`src/rtl/mfm_data_separator.sv`:
```
// MFM data separator: recovers half-cell timing from raw read pulses, finds the
// 0x4489 A1 mark and shifts out byte-aligned decoded data.
module mfm_data_separator #(
    parameter int          HALF_CELL = 32,
    parameter int          MAX_ADJ   = 2,
    parameter logic [15:0] SYNC_WORD = 16'h4489
) (
    input  logic       clk,
    input  logic       rst,
    input  logic       enable,
    input  logic       rd_data_n,
    output logic       raw_bit,
    output logic       raw_strobe,
    output logic [7:0] data_byte,
    output logic       byte_valid,
    output logic       sync_found,
    output logic       in_sync
);

    localparam int CW = $clog2(HALF_CELL + MAX_ADJ + 1);
    localparam logic signed [CW+1:0] MID_S  = (CW+2)'(HALF_CELL / 2);
    localparam logic signed [CW+1:0] ADJ_S  = (CW+2)'(MAX_ADJ);
    localparam logic signed [CW+1:0] CELL_S = (CW+2)'(HALF_CELL);

    // Window length for a first pulse seen at count p, phase error saturated.
    function automatic logic [CW-1:0] adj_len(input logic [CW-1:0] p);
        logic signed [CW+1:0] e;
        e = $signed({2'b00, p}) - MID_S;
        if (e > ADJ_S)
            e = ADJ_S;
        else if (e < -ADJ_S)
            e = -ADJ_S;
        return CW'(CELL_S + e);
    endfunction

    logic          sync1_p0, sync2_p0, hist_p0;
    logic          ev_p0;
    logic [CW-1:0] cnt_p1, len_p1;
    logic          seen_p1;
    logic          last_p1;
    logic [15:0]   sr_p1;
    logic          match_p2, viol_p2;
    logic          phase_p2;
    logic [2:0]    bit_cnt_p2;
    logic [6:0]    byte_sh_p2;

    // Stage 0: synchronizer and falling-edge detect
    assign ev_p0   = hist_p0 & ~sync2_p0;

    // Stage 1: half-cell window tracking
    assign last_p1 = (cnt_p1 == len_p1 - CW'(1));

    always_ff @(posedge clk or negedge rst) begin
        if (!rst) begin
            sync1_p0   <= 1'b0;
            sync2_p0   <= 1'b0;
            hist_p0    <= 1'b0;
            cnt_p1     <= '0;
            len_p1     <= CW'(HALF_CELL);
            seen_p1    <= 1'b0;
            sr_p1      <= '0;
            raw_bit    <= 1'b0;
            raw_strobe <= 1'b0;
        end else if (!enable) begin
            sync1_p0   <= 1'b0;
            sync2_p0   <= 1'b0;
            hist_p0    <= 1'b0;
            cnt_p1     <= '0;
            len_p1     <= CW'(HALF_CELL);
            seen_p1    <= 1'b0;
            sr_p1      <= '0;
            raw_bit    <= 1'b0;
            raw_strobe <= 1'b0;
        end else begin
            sync1_p0   <= rd_data_n;
            sync2_p0   <= sync1_p0;
            hist_p0    <= sync2_p0;
            raw_strobe <= 1'b0;
            if (last_p1) begin
                // A pulse landing on the closing count belongs to this window.
                cnt_p1     <= '0;
                len_p1     <= CW'(HALF_CELL);
                seen_p1    <= 1'b0;
                raw_strobe <= 1'b1;
                raw_bit    <= seen_p1 | ev_p0;
                sr_p1      <= {sr_p1[14:0], seen_p1 | ev_p0};
            end else begin
                cnt_p1 <= cnt_p1 + CW'(1);
                if (ev_p0) begin
                    seen_p1 <= 1'b1;
                    if (!seen_p1)
                        len_p1 <= adj_len(cnt_p1);
                end
            end
        end
    end

    // Stage 2: sync detection and clock/data decode, evaluated the cycle after each strobe
    assign match_p2 = raw_strobe && (sr_p1 == SYNC_WORD);
    assign viol_p2  = (sr_p1[1:0] == 2'b11) || (sr_p1[3:0] == 4'b0000);

    always_ff @(posedge clk or negedge rst) begin
        if (!rst) begin
            phase_p2   <= 1'b0;
            bit_cnt_p2 <= '0;
            byte_sh_p2 <= '0;
            data_byte  <= '0;
            byte_valid <= 1'b0;
            sync_found <= 1'b0;
            in_sync    <= 1'b0;
        end else if (!enable) begin
            phase_p2   <= 1'b0;
            bit_cnt_p2 <= '0;
            byte_sh_p2 <= '0;
            data_byte  <= '0;
            byte_valid <= 1'b0;
            sync_found <= 1'b0;
            in_sync    <= 1'b0;
        end else begin
            byte_valid <= 1'b0;
            sync_found <= 1'b0;
            if (match_p2) begin
                sync_found <= 1'b1;
                byte_valid <= 1'b1;
                data_byte  <= 8'hA1;
                in_sync    <= 1'b1;
                phase_p2   <= 1'b0;
                bit_cnt_p2 <= '0;
            end else if (raw_strobe && in_sync) begin
                if (viol_p2) begin
                    in_sync    <= 1'b0;
                    phase_p2   <= 1'b0;
                    bit_cnt_p2 <= '0;
                end else if (!phase_p2) begin
                    phase_p2 <= 1'b1;
                end else begin
                    phase_p2   <= 1'b0;
                    byte_sh_p2 <= {byte_sh_p2[5:0], sr_p1[0]};
                    bit_cnt_p2 <= bit_cnt_p2 + 3'd1;
                    if (bit_cnt_p2 == 3'd7) begin
                        data_byte  <= {byte_sh_p2, sr_p1[0]};
                        byte_valid <= 1'b1;
                    end
                end
            end
        end
    end

endmodule
```
`config.mk`:
```
export PLATFORM = sky130hd
export DESIGN_NAME = mfm_data_separator
export DESIGN_NICKNAME = d
export VERILOG_FILES = /design/src/rtl/mfm_data_separator.sv
export SDC_FILE = /design/constraint.sdc
export NUM_CORES = 1
export LEC_CHECK = 0
export ABC_AREA = 1
export BUFFER_PORTS_ARGS = -buffer_cell sky130_fd_sc_hd__buf_2
export CORE_MARGIN = 2
export CORE_UTILIZATION = 52
export CTS_CLUSTER_SIZE = 16
export DETAILED_ROUTE_END_ITERATION = 6
export PLACE_DENSITY_LB_ADDON = 0.1
export REMOVE_ABC_BUFFERS = 1
export SYNTH_ARGS = -nofsm -noshare
export SYNTH_HDL_FRONTEND = slang
export SYNTH_SLANG_ARGS = --single-unit
export TNS_END_PERCENT = 5
```
`constraint.sdc`:
```
create_clock -name clk -period 3.68 [get_ports clk]
set_input_delay 0.184 -clock clk [delete_from_list [all_inputs] [get_ports clk]]
set_output_delay 0.184 -clock clk [all_outputs]
set_load 0.01 [all_outputs]
```
==> results.md, run 1 <==
- Largest cells by area after synthesis: dfrtp_1 (48%), nand2_1 (17%), nand3_1 (7.1%)
- Drt first pass iters: 5
- Synth Flop Type: dfrtp_1
- Post-CTS setup buffer count: 0
- Diodes inserted: 0
- IO Pins: 17
- H-Tree Depth: 2
- Leading area contributor after synthesis: dfrtp_1
- # hold bufs at CTS: 0
- Buffers plus inverters on the worst setup path: 0
- GR Util All Layers: 0.211
- Ratio of cells with drive above 1 in the final layout: 0.0947
- Relative slew slack: 0.486
- Layout Nets: 390
- WS Path Type: reg -> reg
- VDD IR max: 0.263 mV
- Max-cap violations: 0
- Post-synthesis sequential area ratio: 0.488
- Violated checks: negative hold slack
- Total global routing overflow: 0
- Via density per instance: 5.11
- Placeable Area: 0.00517 sq mm
- Final Wtd Congestion: 0.880
- CP Data Arrival Time: 2460 ps
- Avg Cell Area, Syn: 7.73 sq um
- Yosys cell types: 24
- Vias in the first global route: 2138
- Final ANT Viol Nets: 0
- RSZ-0062 raised after global routing: false
- Worst path most repeated cell: nor2_2
- Hold crit path type: in -> async
- Resize count post-CTS: 0
- Total Wirelength: 5.56 mm
- Clock Pin Slew Worst Setup and Hold Paths: 100 ps
- PortBufs: 16
- Top cell type's share of synthesized area: 0.479
- Cell family contributing the most delay on the critical path: simple AND/OR/NAND/NOR gates
- Mapped Area: 0.00282 sq mm
- Critical path's slowest cell: xor2_2
- Hold WS: -18.6 ps
- Clock root buffer: clkbuf_8
- Clock skew: 14.1 ps
- Number of synthesized flops with an enable pin: 0
- CP Capture Type: flop
- Tmin final: 2260 ps
- First-pass GRT wire length: 10.2 mm
- CTS tree: built
- Seq cells post-synth: 55
- Cts bufs inserted: 5
- Hpwl dp: 3.78 mm
- Dpl cells: 442
- Yosys warning total: 0
- Sink Count: 55
- Initial DRC Count: 130
- Worst EP required: 3880 ps
- Drt wl/cell: 12.3 um
- Final std cells w/o fill: 450
- CP startpoint kind: flop
- Drt drc: 0
- Post-synthesis async set-or-reset flop share: 1.00
- Worst Tran Pin Value: 770 ps
- Core Rows: 26
- Final slew viol count: 0
- Initial antenna violation count: 0
- Chip height: 77.7 um
- Crit path largest cell delay: 630 ps
- CP cell instances: nor2_2, nand2_1, nor2_2, xor2_2, nand3_4, nand2_2, nor2_1
- Initial Util: 0.545
- Die X: 77.7 um
- Synth Instances: 365
- Sum Neg Setup Slack: 0 ps
- Setup violators final: 0
- CP max FO: 19
- Max Buffers Root-to-Sink: 2
- Leak: 1.66 nW
- PD cells: 362 mW/mm^2
- Layout area overhead: 8.47%
- Hold Vio Cnt, Final: 47
- Clock Latency Late Sink: 320 ps
- Vias: 2298
- Largest net degree at the start of global routing: 56
- Fmax: 0.442 GHz
- Final period util: 0.615
- Die area: 0.00603 sq mm
- Status: finished, violations left
==> metal layers <==
metal	part of all wire	global-route usage
met5	0	0
met4	0.013	0.0643
met3	0.032	0.0419
met2	0.43	0.309
met1	0.53	0.315
==> area by class of cell <==
cell class,instances,area [sq um]
repair buffers,18,95.1
flip-flops and latches,55,1380
well taps,70,87.6
clock buffers,5,68.8
fillers,499,2110
multi-input cells,261,1240
inverters,38,143
clock inverters,3,47.5
==> synthesized netlist by cell type, types with 2 or more instances <==
cell type  number
nand2_1       125
dfrtp_1        54
nand3_1        40
nor2_1         38
inv_1          37
nand4_1        24
ha_1            7
clkbuf_1        6
o21ai_0         5
a21oi_1         4
nor2_2          4
buf_2           3
nor3_1          3
buf_6           2
nand3b_1        2
xnor2_1         2
xor2_1          2
==> sequential cells by signal, summed over array words and instances, names as in the netlist <==
signal / count
cnt_p1: 6
seen_p1: 1
sr_p1: 15
byte_valid: 1
byte_sh_p2: 7
raw_strobe: 1
sync2_p0: 1
sync_found: 1
raw_bit: 1
data_byte: 8
hist_p0: 1
sync1_p0: 1
in_sync: 1
phase_p2: 1
bit_cnt_p2: 3
len_p1: 6
==> kinds of logic after synthesis <==
family | count (synthesis) | synth area share
XOR/XNOR | 5 | 0.0182
AO/OA/AOI/OAI | 9 | 0.0160
AND/OR/NAND/NOR | 240 | 0.375
adder cells (fa/ha/maj) | 7 | 0.0310
flip-flops | 55 | 0.488
buffers and inverters | 49 | 0.0718
==> power breakdown <==
group          switching [mW]  internal [mW]  leakage, nW  total, mW
registers             0.00789          0.610        0.760      0.618
logic                  0.0565         0.0180        0.845     0.0746
clock network           0.207          0.207       0.0587      0.414
==> worst register-to-register path, stage by stage (launching register included) <==
cell and delay, ps:
dfrtp_1 420, nor2_2 160, nand2_1 110, nor2_2 140, xor2_2 630, nand3_4 310, nand2_2 300, nor2_1 80
==> final timing paths <==
check | startpoint | end | slack, ps | cells after the start
min in group clk | rd_data_n | sync1_p0 | 50 | 3
max in group asynchronous | rst | sync_found | 3250 | 2
worst max-delay path | len_p1[1] | cnt_p1[5] | 1420 | 7
worst max register to register | len_p1[1] | cnt_p1[5] | 1420 | 7
worst min-delay path | rst | cnt_p1[4] | -20 | 2
worst min register to register | sync1_p0 | sync2_p0 | 440 | 2
==> metrics by stage <==
step / utilization / power, mW / worst slack (ps) / instance area, sq um / hold slack [ps]
floorplan: - / 0.670 / 1820 / 2760 / -112
global placement: 0.569 / 0.703 / 1500 / 2940 / 351
detailed placement: 0.569 / 0.705 / 1440 / 2940 / 355
CTS: 0.592 / 1.12 / 1410 / 3060 / 2.00
global route: 0.592 / 1.16 / 1190 / 3060 / 34.8
finish: 0.592 / 1.11 / 1420 / 3060 / -18.6
==> cell usage in the layout (no fill, tap or decap), types with 2 or more instances in the layout <==
cell type and count:
nand2_1 125, dfrtp_1 54, nand3_1 40, nor2_1 38, inv_1 37, nand4_1 24
buf_2 16, ha_1 7, o21ai_0 5, clkbuf_8 5, nor2_2 4, a21oi_1 4
nor3_1 3, xor2_1 2, xnor2_1 2, nand3b_1 2, buf_4 2
Note: power is estimated with default switching activity, not from simulation.
==> run 2: changes to the inputs <==
--- a/config.mk
+++ b/config.mk
@@ -5,7 +5,7 @@
 export SDC_FILE = /design/constraint.sdc
 export NUM_CORES = 1
 export LEC_CHECK = 0
-export ABC_AREA = 1
+export ABC_AREA = 0
 export BUFFER_PORTS_ARGS = -buffer_cell sky130_fd_sc_hd__buf_2
 export CORE_MARGIN = 2
 export CORE_UTILIZATION = 52
==> constraint.sdc (replaced) <==
create_clock -name clk -period 1.87 [get_ports clk]
set_input_delay 0.0935 -clock clk [delete_from_list [all_inputs] [get_ports clk]]
set_output_delay 0.0935 -clock clk [all_outputs]
set_load 0.01 [all_outputs]
==> run 2 against run 1 <==
Against the previous run:
- the run ends with negative setup slack left
- clock skew decreased by 7.4 ps
- total power rose by 83%
- cell count fell by 22%
- sequential power increased by 96%
- routed wire length is 12% lower
- area after synthesis decreased by 6.6%
- hold slack better by 210 ps
- clock power grew 68%
- critical path depth fell by 2
- core utilization increased by 5.7 points
- first-iteration DRC count is 12% lower
- die area down 6.2%
- critical endpoint is now data_byte[5]
- largest power group unchanged
==> results.md, run 2 <==
- Final Wtd Congestion: 0.784
- Clock Latency Late Sink: 310 ps
- Largest cells by area after synthesis: dfrtp_1 (51%), mux2i_1 (9.5%), nand2_1 (4.1%)
- CTS tree: built
- Most frequent cell after synthesis: dfrtp_1
- Drt drc: 0
- Met1 usage: 0.272
- Total Wirelength: 4.91 mm
- Clock root buffer: clkbuf_8
- Top reg by flops: sr_p1
- IO Pins: 17
- Seq cells post-synth: 55
- Drt wl/cell: 14.0 um
- Post-synthesis sequential area ratio: 0.523
- Avg Cell Area, Syn: 10.5 sq um
- Core Rows: 25
- Worst Hold Launch: enable
- Initial antenna violation count: 0
- Number of synthesized flops with an enable pin: 0
- Fillers: 415
- Reg2Reg Setup Slack: -150 ps
- Relative slew slack: 0.681
- Hold Vio Cnt, Final: 0
- Fmax: 0.495 GHz
- Via density per instance: 5.33
- Ratio of cells with drive above 1 in the final layout: 0.226
- CP Capture Type: flop
- GRT busiest layer: met2
- Final slew viol count: 0
- Tmin final: 2020 ps
- Commonest non-fill, non-tap cell in the layout: dfrtp_1
- VDD IR max: 0.388 mV
- Chip height: 75.2 um
- Final WS setup: -150 ps
- Top Registers: sr_p1: 15 flops, data_byte: 8 flops, byte_sh_p2: 7 flops
- Initial Util: 0.547
- Max-cap violations: 0
- Die area: 0.00566 sq mm
- WS Path Type: reg -> reg
- Worst r2r src: sr_p1[5]
- RSZ-0062 raised after global routing: true
- Grt met2 use: 0.317
- Hold crit path type: in -> reg
- Mapped Area: 0.00264 sq mm
- First-pass GRT wire length: 8.41 mm
- Total global routing overflow: 0
- Yosys cell types: 41
- Violated checks: negative setup slack
- Vias in the first global route: 1804
- Vias: 1865
- CP Launch Point: sr_p1[5]
- Placeable Area: 0.00482 sq mm
- CP startpoint kind: flop
- Max Buffers Root-to-Sink: 2
- Dpl ws: -212 ps
- Setup violators final: 23
- Leak: 1.56 nW
- CP max FO: 5
- Drt first pass iters: 4
- PortBufs: 16
- GR Util All Layers: 0.195
- Max reg flops: 15
- Sink Count: 55
- CP Data Arrival Time: 2260 ps
- Worst EP required: 2110 ps
- Post-synthesis async set-or-reset flop share: 1.00
- Diodes inserted: 0
- Final period util: 1.08
- Final ANT Viol Nets: 0
- Die X: 75.2 um
- Layout area overhead: 18.6%
- Multi-input logic area: 0.00124 sq mm
- Commonest cells after routing, fill and taps aside: dfrtp_1 (54), nand2_1 (28), mux2i_1 (25)
- Leading area contributor after synthesis: dfrtp_1
- CP endpoint: data_byte[5]
- Clock Pin Slew Worst Setup and Hold Paths: 110 ps
- Cts bufs inserted: 5
- Total power: 2.02 mW
- Top cell type's share of synthesized area: 0.513
- Clock skew: 6.71 ps
- Worst Tran Pin Value: 478 ps
- Hpwl dp: 3.41 mm
- FF+latch area: 0.00138 sq mm
- Initial DRC Count: 114
- H-Tree Depth: 2
- Met3 Track Usage GR: 0.0402
- PD cells: 648 mW/mm^2
- Largest net degree at the start of global routing: 37
- Top post-synthesis cells by count: dfrtp_1 (54), nand2_1 (29), mux2i_1 (25)
- Layout Nets: 293
- Worst R2R Path Depth: 5
- Synth Flop Type: dfrtp_1
- Status: finished, violations left
- R2r endpoint: data_byte[5]
- Synth Instances: 250
- Yosys warning total: 0
run 2: cell count changes in the layout (fill, tap and decap cells not counted), moves of 6 or more:
cell | before | now
inv_1 | 37 | 7
nand2_1 | 125 | 28
nand4_1 | 24 | 2
and3_1 | 0 | 7
nand3_1 | 40 | 13
a21oi_1 | 4 | 10
mux2i_1 | 0 | 25
buf_4 | 2 | 15
and2_1 | 0 | 6
nor2_1 | 38 | 16
run 2: worst max-delay path, cell delays in order (launching register included):
cell	delay, ps
dfrtp_1	380
or4_1	520
or3_4	370
or3_4	430
buf_6	140
a21oi_1	110
run 2: how the worst min path moves through the flow:
stage	endpoint	depth (start not counted)
finish	sync1_p0	2
global placement	len_p1[3]	1
CTS	cnt_p1[0]	2
floorplan	bit_cnt_p2[0]	0
global route	cnt_p1[2]	2
detailed placement	len_p1[3]	1
run 2: cell families after synthesis:
logic type                 synth area share
xor gates and xnor gates             0.0399
muxes                                0.0949
AOI/OAI and AO/OA                    0.0859
DFF                                   0.523
and+or+nand+nor                       0.186
buffers and inverters                0.0380
adders and majority gates            0.0332
run 2: layer usage:
metal / routed length [um] / vias to the layer above / part of all wire
met2: 2270 / 24 / 0.46
li1: - / 928 / -
met3: 141 / 4 / 0.029
met1: 2460 / 909 / 0.50
met5: 0 / - / 0
met4: 35 / 0 / 0.0071
run 2: final cells by class:
class                      count  area share
sequential                    55       0.441
multi-input combinational    173       0.396
timing repair buffer          38      0.0945
tap                           67      0.0268
clock buffer                   5      0.0220
inverter                       9      0.0108
clock inverter                 3     0.00881
run 2: stage by stage:
stage	TNS (ps)	hold slack [ps]	cells	utilization	area [sq um]
global placement	-3030	78.5	339	0.608	2930
global route	-4350	202	350	0.649	3130
CTS	-2660	186	350	0.637	3070
detailed placement	-3420	81.0	339	0.608	2930
floorplan	-35390	-202	236	-	2570
finish	-2330	188	350	0.649	3130
run 2: where the power goes:
part | switching [mW] | internal (mW)
Sequential | 0.0139 | 1.20
Combinational | 0.0712 | 0.0444
Clock | 0.418 | 0.276
Total | 0.503 | 1.52
run 2: what timing repair did:
| action | CTS | global route |
|---|---|---|
| hold buffers | 2 | 0 |
| resized for setup | 4 | 12 |
| endpoints found under the setup margin | 34 | 52 |
| buffers inserted | 0 | 0 |
| hold endpoints to repair | 19 | 0 |
| cloned | 1 | 0 |
| pin swaps | 13 | 4 |
